[config.mk]
export PLATFORM = sky130hd
export DESIGN_NAME = pipe_sched
export DESIGN_NICKNAME = d
export VERILOG_FILES = /design/src/rtl/pipe_sched.sv
export SDC_FILE = /design/constraint.sdc
export NUM_CORES = 1
export LEC_CHECK = 0
export ABC_AREA = 1
export BUFFER_PORTS_ARGS = -buffer_cell sky130_fd_sc_hd__buf_2
export CAP_MARGIN = 5
export CORE_MARGIN = 2
export CORE_UTILIZATION = 40
export DETAILED_ROUTE_END_ITERATION = 8
export HOLD_SLACK_MARGIN = 0.03
export PLACE_DENSITY = 0.86
export SLEW_MARGIN = 15
export SYNTH_ARGS = -nofsm -noshare
export SYNTH_HDL_FRONTEND = slang
export SYNTH_SLANG_ARGS = --single-unit
export TNS_END_PERCENT = 10
[constraint.sdc]
create_clock -name clk -period 1.2 [get_ports clk]
set_input_delay 0.06 -clock clk [delete_from_list [all_inputs] [get_ports clk]]
set_output_delay 0.06 -clock clk [all_outputs]
set_load 0.02 [all_outputs]
[src/rtl/pipe_sched.sv]
// Pipeline sequencing controller for the five-stage MIPS core.
// Decides each cycle whether PC and IF/ID advance, hold or flush, whether a
// bubble enters E, owns the multiply/divide busy counter and redirects fetch
// on exception entry and eret. All control outputs are combinational from
// the registered state/counter and the current inputs.
module pipe_sched #(
    parameter int MULT_CYC = 5,
    parameter int DIV_CYC  = 10
) (
    input  logic       clk,
    input  logic       reset,
    input  logic [4:0] rs_d,
    input  logic [4:0] rt_d,
    input  logic [1:0] tuse_rs_d,
    input  logic [1:0] tuse_rt_d,
    input  logic [4:0] a_e,
    input  logic [4:0] a_m,
    input  logic [1:0] tnew_e,
    input  logic [1:0] tnew_m,
    input  logic       md_use_d,
    input  logic       md_start_e,
    input  logic       md_div_e,
    input  logic       eret_d,
    input  logic       epc_wr_e,
    input  logic       epc_wr_m,
    input  logic       exc_req_m,
    output logic       en_pc,
    output logic       en_d,
    output logic       sel_d,
    output logic       clr_e,
    output logic       flush_all,
    output logic [1:0] pc_sel,
    output logic       md_busy,
    output logic       stall,
    output logic       state_dbg
);

    typedef enum logic {
        NORMAL    = 1'b0,
        EXC_FLUSH = 1'b1
    } state_t;

    localparam logic [3:0] MULT_LD = 4'(MULT_CYC);
    localparam logic [3:0] DIV_LD  = 4'(DIV_CYC);

    state_t     state;
    logic [3:0] cnt;

    logic data_stall;
    logic md_stall;
    logic epc_stall;
    logic stall_raw;
    logic exc_take;

    // Register-read hazards: a producer in E or M whose result arrives later
    // than the D instruction needs it. Register 0 never creates a hazard and
    // tuse=3 can never be exceeded by a 2-bit tnew.
    always_comb begin
        data_stall = 1'b0;
        if (rs_d != 5'd0 && rs_d == a_e && tnew_e > tuse_rs_d) data_stall = 1'b1;
        if (rs_d != 5'd0 && rs_d == a_m && tnew_m > tuse_rs_d) data_stall = 1'b1;
        if (rt_d != 5'd0 && rt_d == a_e && tnew_e > tuse_rt_d) data_stall = 1'b1;
        if (rt_d != 5'd0 && rt_d == a_m && tnew_m > tuse_rt_d) data_stall = 1'b1;
    end

    assign md_busy   = (cnt != 4'd0);
    assign md_stall  = md_use_d && (md_busy || md_start_e);
    assign epc_stall = eret_d && (epc_wr_e || epc_wr_m);
    assign stall_raw = data_stall || md_stall || epc_stall;
    // A new exception is only taken in NORMAL; during EXC_FLUSH it is ignored.
    assign exc_take  = exc_req_m && (state == NORMAL);
    assign state_dbg = state;

    // Output priority: exception entry, then stall, then eret, then advance.
    always_comb begin
        en_pc     = 1'b1;
        en_d      = 1'b1;
        sel_d     = 1'b0;
        clr_e     = 1'b0;
        flush_all = 1'b0;
        pc_sel    = 2'd0;
        stall     = 1'b0;
        if (exc_take) begin
            flush_all = 1'b1;
            sel_d     = 1'b1;
            clr_e     = 1'b1;
            pc_sel    = 2'd1;
        end else if (stall_raw) begin
            stall = 1'b1;
            en_pc = 1'b0;
            en_d  = 1'b0;
            clr_e = 1'b1;
        end else if (eret_d) begin
            // Redirect to EPC and squash the fall-through instruction.
            sel_d  = 1'b1;
            pc_sel = 2'd2;
        end
    end

    // Multiply/divide busy counter: start reloads (even back-to-back) unless
    // an exception squashes the starting instruction; otherwise count down.
    always_ff @(posedge clk) begin
        if (reset) begin
            cnt <= 4'd0;
        end else if (md_start_e && !exc_req_m) begin
            cnt <= md_div_e ? DIV_LD : MULT_LD;
        end else if (cnt != 4'd0) begin
            cnt <= cnt - 4'd1;
        end
    end

    // Exception FSM: one EXC_FLUSH cycle after each taken exception.
    always_ff @(posedge clk) begin
        if (reset) begin
            state <= NORMAL;
        end else begin
            case (state)
                NORMAL:    if (exc_req_m) state <= EXC_FLUSH;
                EXC_FLUSH: state <= NORMAL;
                default:   state <= NORMAL;
            endcase
        end
    end

endmodule
==> flow_results.xml <==
<?xml version="1.0" encoding="UTF-8"?>
<metrics>
  <group name="logic_synthesis">
    <metric name="synthDominantAreaCellType" unit="">sky130_fd_sc_hd__nand2_1</metric>
    <metric name="postSynthAreaPerCell" unit="um^2">5.74</metric>
    <metric name="synth_compound_area_share" unit="%">8.09</metric>
    <metric name="yosys.area_share.adder" unit="%">13.7</metric>
    <metric name="synth_seq_area_share" unit="%">11.0</metric>
    <metric name="synthXorXnorAreaFrac" unit="%">10.6</metric>
    <metric name="ys.flop_type" unit="">sky130_fd_sc_hd__dfxtp_1</metric>
    <metric name="yosys.cell_count.top_type" unit="">sky130_fd_sc_hd__nand2_1</metric>
    <metric name="synth-seq-cells" unit="">5</metric>
    <metric name="yosysUniqueCellTypes" unit="">22</metric>
    <metric name="yosys_warnings" unit="">0</metric>
    <metric name="syn_nets" unit="">206</metric>
    <metric name="synth_top_family_by_area" unit="">simple AND/OR/NAND/NOR gates</metric>
    <metric name="async_flop_share" unit="%">0</metric>
    <metric name="yosys-top-cells-count" unit="">sky130_fd_sc_hd__nand2_1 (42), sky130_fd_sc_hd__inv_1 (25), sky130_fd_sc_hd__nor2_1 (19)</metric>
    <metric name="post_synth_instance_area" unit="um^2">912</metric>
    <metric name="synth.mux.area_fraction" unit="%">0</metric>
    <metric name="top_cells_by_area_synth" unit="">sky130_fd_sc_hd__nand2_1 (17%), sky130_fd_sc_hd__ha_1 (14%), sky130_fd_sc_hd__dfxtp_1 (11%), sky130_fd_sc_hd__inv_1 (10%), sky130_fd_sc_hd__xor2_1 (9.6%)</metric>
    <metric name="syn_inst_count" unit="">159</metric>
    <metric name="yosysTopAreaCellShare" unit="%">17.3</metric>
    <metric name="synth-edff-count" unit="">0</metric>
    <metric name="synthesized_area_fraction_occupied_by_and_or_nand_nor_cells" unit="%">40.2</metric>
  </group>
  <group name="pwr">
    <metric name="p_leak" unit="nW">0.792</metric>
    <metric name="total_power" unit="mW">1.51</metric>
    <metric name="power.share.clock" unit="%">13.2</metric>
    <metric name="sw_ratio" unit="%">44.7</metric>
    <metric name="power.switching" unit="mW">0.678</metric>
    <metric name="vdd_ir_drop_max" unit="uV">911</metric>
    <metric name="power_per_cell_area" unit="nW/um^2">1160</metric>
    <metric name="power.share.sequential" unit="%">16.9</metric>
    <metric name="power.share.combinational" unit="%">69.9</metric>
    <metric name="p_int" unit="mW">0.837</metric>
  </group>
  <group name="clocking">
    <metric name="cts_htree_levels" unit="">1</metric>
    <metric name="cts_tree" unit="">done</metric>
    <metric name="clkSlewWorstSetupHoldPaths" unit="ps">50</metric>
    <metric name="worst_skew_pair.late_latency" unit="ps">250</metric>
    <metric name="clock_sink_count" unit="">5</metric>
    <metric name="clk_path_buf_depth" unit="">2</metric>
    <metric name="numCtsBuffers" unit="">3</metric>
    <metric name="clockRootBuffer" unit="">sky130_fd_sc_hd__clkbuf_4</metric>
  </group>
  <group name="final_layout">
    <metric name="final_nets" unit="">261</metric>
    <metric name="post-route-util" unit="%">59.5</metric>
    <metric name="antennaDiodeCount" unit="">0</metric>
    <metric name="instances_no_fill" unit="">241</metric>
    <metric name="syn2layout_area_growth" unit="%">42.9</metric>
    <metric name="fillCellCount" unit="">194</metric>
    <metric name="fin_area" unit="um^2">1300</metric>
    <metric name="drive_above_1_share" unit="%">37.6</metric>
  </group>
  <group name="sta">
    <metric name="finalCritPeriodShare" unit="%">129</metric>
    <metric name="report.final.hold_viol_count" unit="">0</metric>
    <metric name="relSlewSlack" unit="%">79.8</metric>
    <metric name="post-route-worst-setup-slack" unit="ps">-347</metric>
    <metric name="report.final.setup_viol" unit="">6</metric>
    <metric name="clock_skew" unit="ps">7.20</metric>
    <metric name="final.min_clock_period" unit="ps">1550</metric>
    <metric name="unrepaired_setup_endpoints_after_global_routing" unit="">true</metric>
    <metric name="timing_worst_slew_pin_value" unit="ps">302</metric>
    <metric name="final-max-slew-violation-count" unit="">0</metric>
    <metric name="fmax" unit="MHz">646</metric>
  </group>
  <group name="setup_path">
    <metric name="crit_type" unit="">reg2out</metric>
    <metric name="regToRegEndpoint" unit="">cnt[2]</metric>
    <metric name="critical_path.max_stage_delay" unit="ps">320</metric>
    <metric name="critPathMaxFanout" unit="">3</metric>
    <metric name="cp.arrival" unit="ps">1490</metric>
    <metric name="worstReg2RegStart" unit="">cnt[0]</metric>
    <metric name="path_cells" unit="">inv_2 -&gt; ha_4 -&gt; nand3_4 -&gt; inv_4 -&gt; nand2_4 -&gt; a21oi_4 -&gt; nand4_2 -&gt; nor2_2 -&gt; buf_6</metric>
    <metric name="timing.critical_path.to_type" unit="">output pin</metric>
    <metric name="rrSetupSlack" unit="ps">50</metric>
    <metric name="r2r.worst_path.cells" unit="">7</metric>
    <metric name="worstPathRequired" unit="ps">1140</metric>
    <metric name="crit_path_top_delay_cell" unit="">sky130_fd_sc_hd__dfxtp_2</metric>
    <metric name="setup.worst_path.start_class" unit="">register</metric>
  </group>
  <group name="floorplanning">
    <metric name="die_h" unit="um">51.8</metric>
    <metric name="ios" unit="">47</metric>
    <metric name="rows" unit="">17</metric>
    <metric name="die_area" unit="um^2">2680</metric>
    <metric name="initial_utilization" unit="%">41.6</metric>
    <metric name="die_w" unit="um">51.8</metric>
    <metric name="core_area" unit="um^2">2190</metric>
  </group>
  <group name="placement">
    <metric name="dpl_cell_area" unit="um^2">1220</metric>
    <metric name="gp_congestion" unit="">0.855</metric>
    <metric name="dp_hpwl" unit="um">1810</metric>
    <metric name="place_worst_setup_slack" unit="ps">-194</metric>
    <metric name="number_of_port_buffers" unit="">46</metric>
    <metric name="post-place-cells" unit="">235</metric>
  </group>
  <group name="flow_run">
    <metric name="maxCapViolations" unit="">0</metric>
  </group>
  <group name="drt">
    <metric name="postRouteAntennaNets" unit="">0</metric>
    <metric name="dr.first_iter.drc_count" unit="">21</metric>
    <metric name="drc" unit="">0</metric>
    <metric name="routed-via-count" unit="">1080</metric>
    <metric name="route.detailed.vias_per_inst" unit="">4.48</metric>
    <metric name="routedWlPerCell" unit="um">9.04</metric>
    <metric name="route.final.wire_length" unit="um">2180</metric>
    <metric name="dr.pass1.iters" unit="">4</metric>
  </group>
  <group name="hold_path">
    <metric name="hold_path_end" unit="">cnt[2]</metric>
    <metric name="hold_path_cells" unit="">4</metric>
    <metric name="holdCritStartpoint" unit="">exc_req_m</metric>
    <metric name="timing.hold.worst.class" unit="">in2reg</metric>
  </group>
  <group name="global_routing">
    <metric name="grt_max_degree" unit="">6</metric>
    <metric name="globalRouteTotalUtil" unit="%">18.0</metric>
    <metric name="first_global_vias" unit="">987</metric>
    <metric name="grt.overflow.total" unit="">0</metric>
    <metric name="grt_first_pass_wirelength" unit="um">3710</metric>
    <metric name="grt_antenna_before_repair" unit="">0</metric>
  </group>
  <group name="outcome">
    <metric name="violations" unit="">negative setup slack</metric>
    <metric name="outcome" unit="">finished with violations</metric>
  </group>
</metrics>
## per-stage QoR
step | setup TNS, ps | hold slack (ps)
3_5_place_dp | -992 | 274
5_1_grt | -2270 | 207
6_report | -1820 | 169
3_3_place_gp | -887 | 281
2_1_floorplan | -454 | 129
4_1_cts | -1880 | 167
## worst max-delay path: cells and delay by family, from the launching register on
| kind | cells | cell delay (ps) |
|---|---|---|
| fa+ha+maj | 1 | 130 |
| buf+inv | 3 | 270 |
| flops | 1 | 320 |
| compound gates | 1 | 150 |
| simple gates | 4 | 370 |
## worst max path at each step
stage                      start         to  cells past startpoint
floorplan                 cnt[0]      en_pc                      9
global placement    tuse_rs_d[1]      stall                     12
detailed placement  tuse_rs_d[1]      stall                     12
CTS                       cnt[0]  pc_sel[1]                      9
global route              cnt[0]  pc_sel[1]                      9
finish                    cnt[0]  pc_sel[1]                      9
## cells by family after synthesis
logic type / Yosys count
AOI/OAI and AO/OA: 12
xor gates and xnor gates: 11
adders and majority gates: 10
buffers and inverters: 38
DFF: 5
and+or+nand+nor: 83
## power groups by stage
stage               sequential (mW)  combinational [mW]  clock, mW
CTS                           0.257                1.02      0.203
floorplan                     0.258               0.663          0
detailed placement            0.257               0.972          0
finish                        0.256                1.06      0.200
global route                  0.262                1.18      0.211
global placement              0.256               0.953          0
## what timing repair did
item,in CTS,in global routing
resized for setup,9,5
hold buffers,1,0
endpoints found under the setup margin,6,7
pin swaps,4,1
hold endpoints to repair,3,0
buffers inserted,1,0
## layout make-up
cell class	instances	area, um^2	share of cell area (%)
tap	28	35.0	2.69
timing repair buffer	52	309	23.7
inverter	36	138	10.6
clock buffer	4	26.3	2.02
multi-input combinational	116	694	53.3
sequential	5	101	7.77
## layout by cell type (no fill, tap or decap), types with 6 or more instances in the layout
cell type,Yosys,routed
sky130_fd_sc_hd__nand2_1,42,41
sky130_fd_sc_hd__nor2_1,19,19
sky130_fd_sc_hd__nand3_1,10,10
sky130_fd_sc_hd__inv_2,11,12
sky130_fd_sc_hd__xor2_1,10,10
sky130_fd_sc_hd__buf_2,0,41
sky130_fd_sc_hd__inv_1,25,23
sky130_fd_sc_hd__ha_1,10,9
sky130_fd_sc_hd__a21oi_1,6,6
## per-layer routing
layer / up-vias / share of wire (%) / GRT usage [%]
met2: 30 / 50 / 33.3
met3: 4 / 6.2 / 3.45
met1: 456 / 43 / 20.7
met5: - / 0 / 0
li1: 590 / - / -
met4: 0 / 1.2 / 5.26
## state kept, by name, summed over array words and instances (netlist names)
name       cells
cnt            4
state_dbg      1
Note: power is estimated with default switching activity, not from simulation.
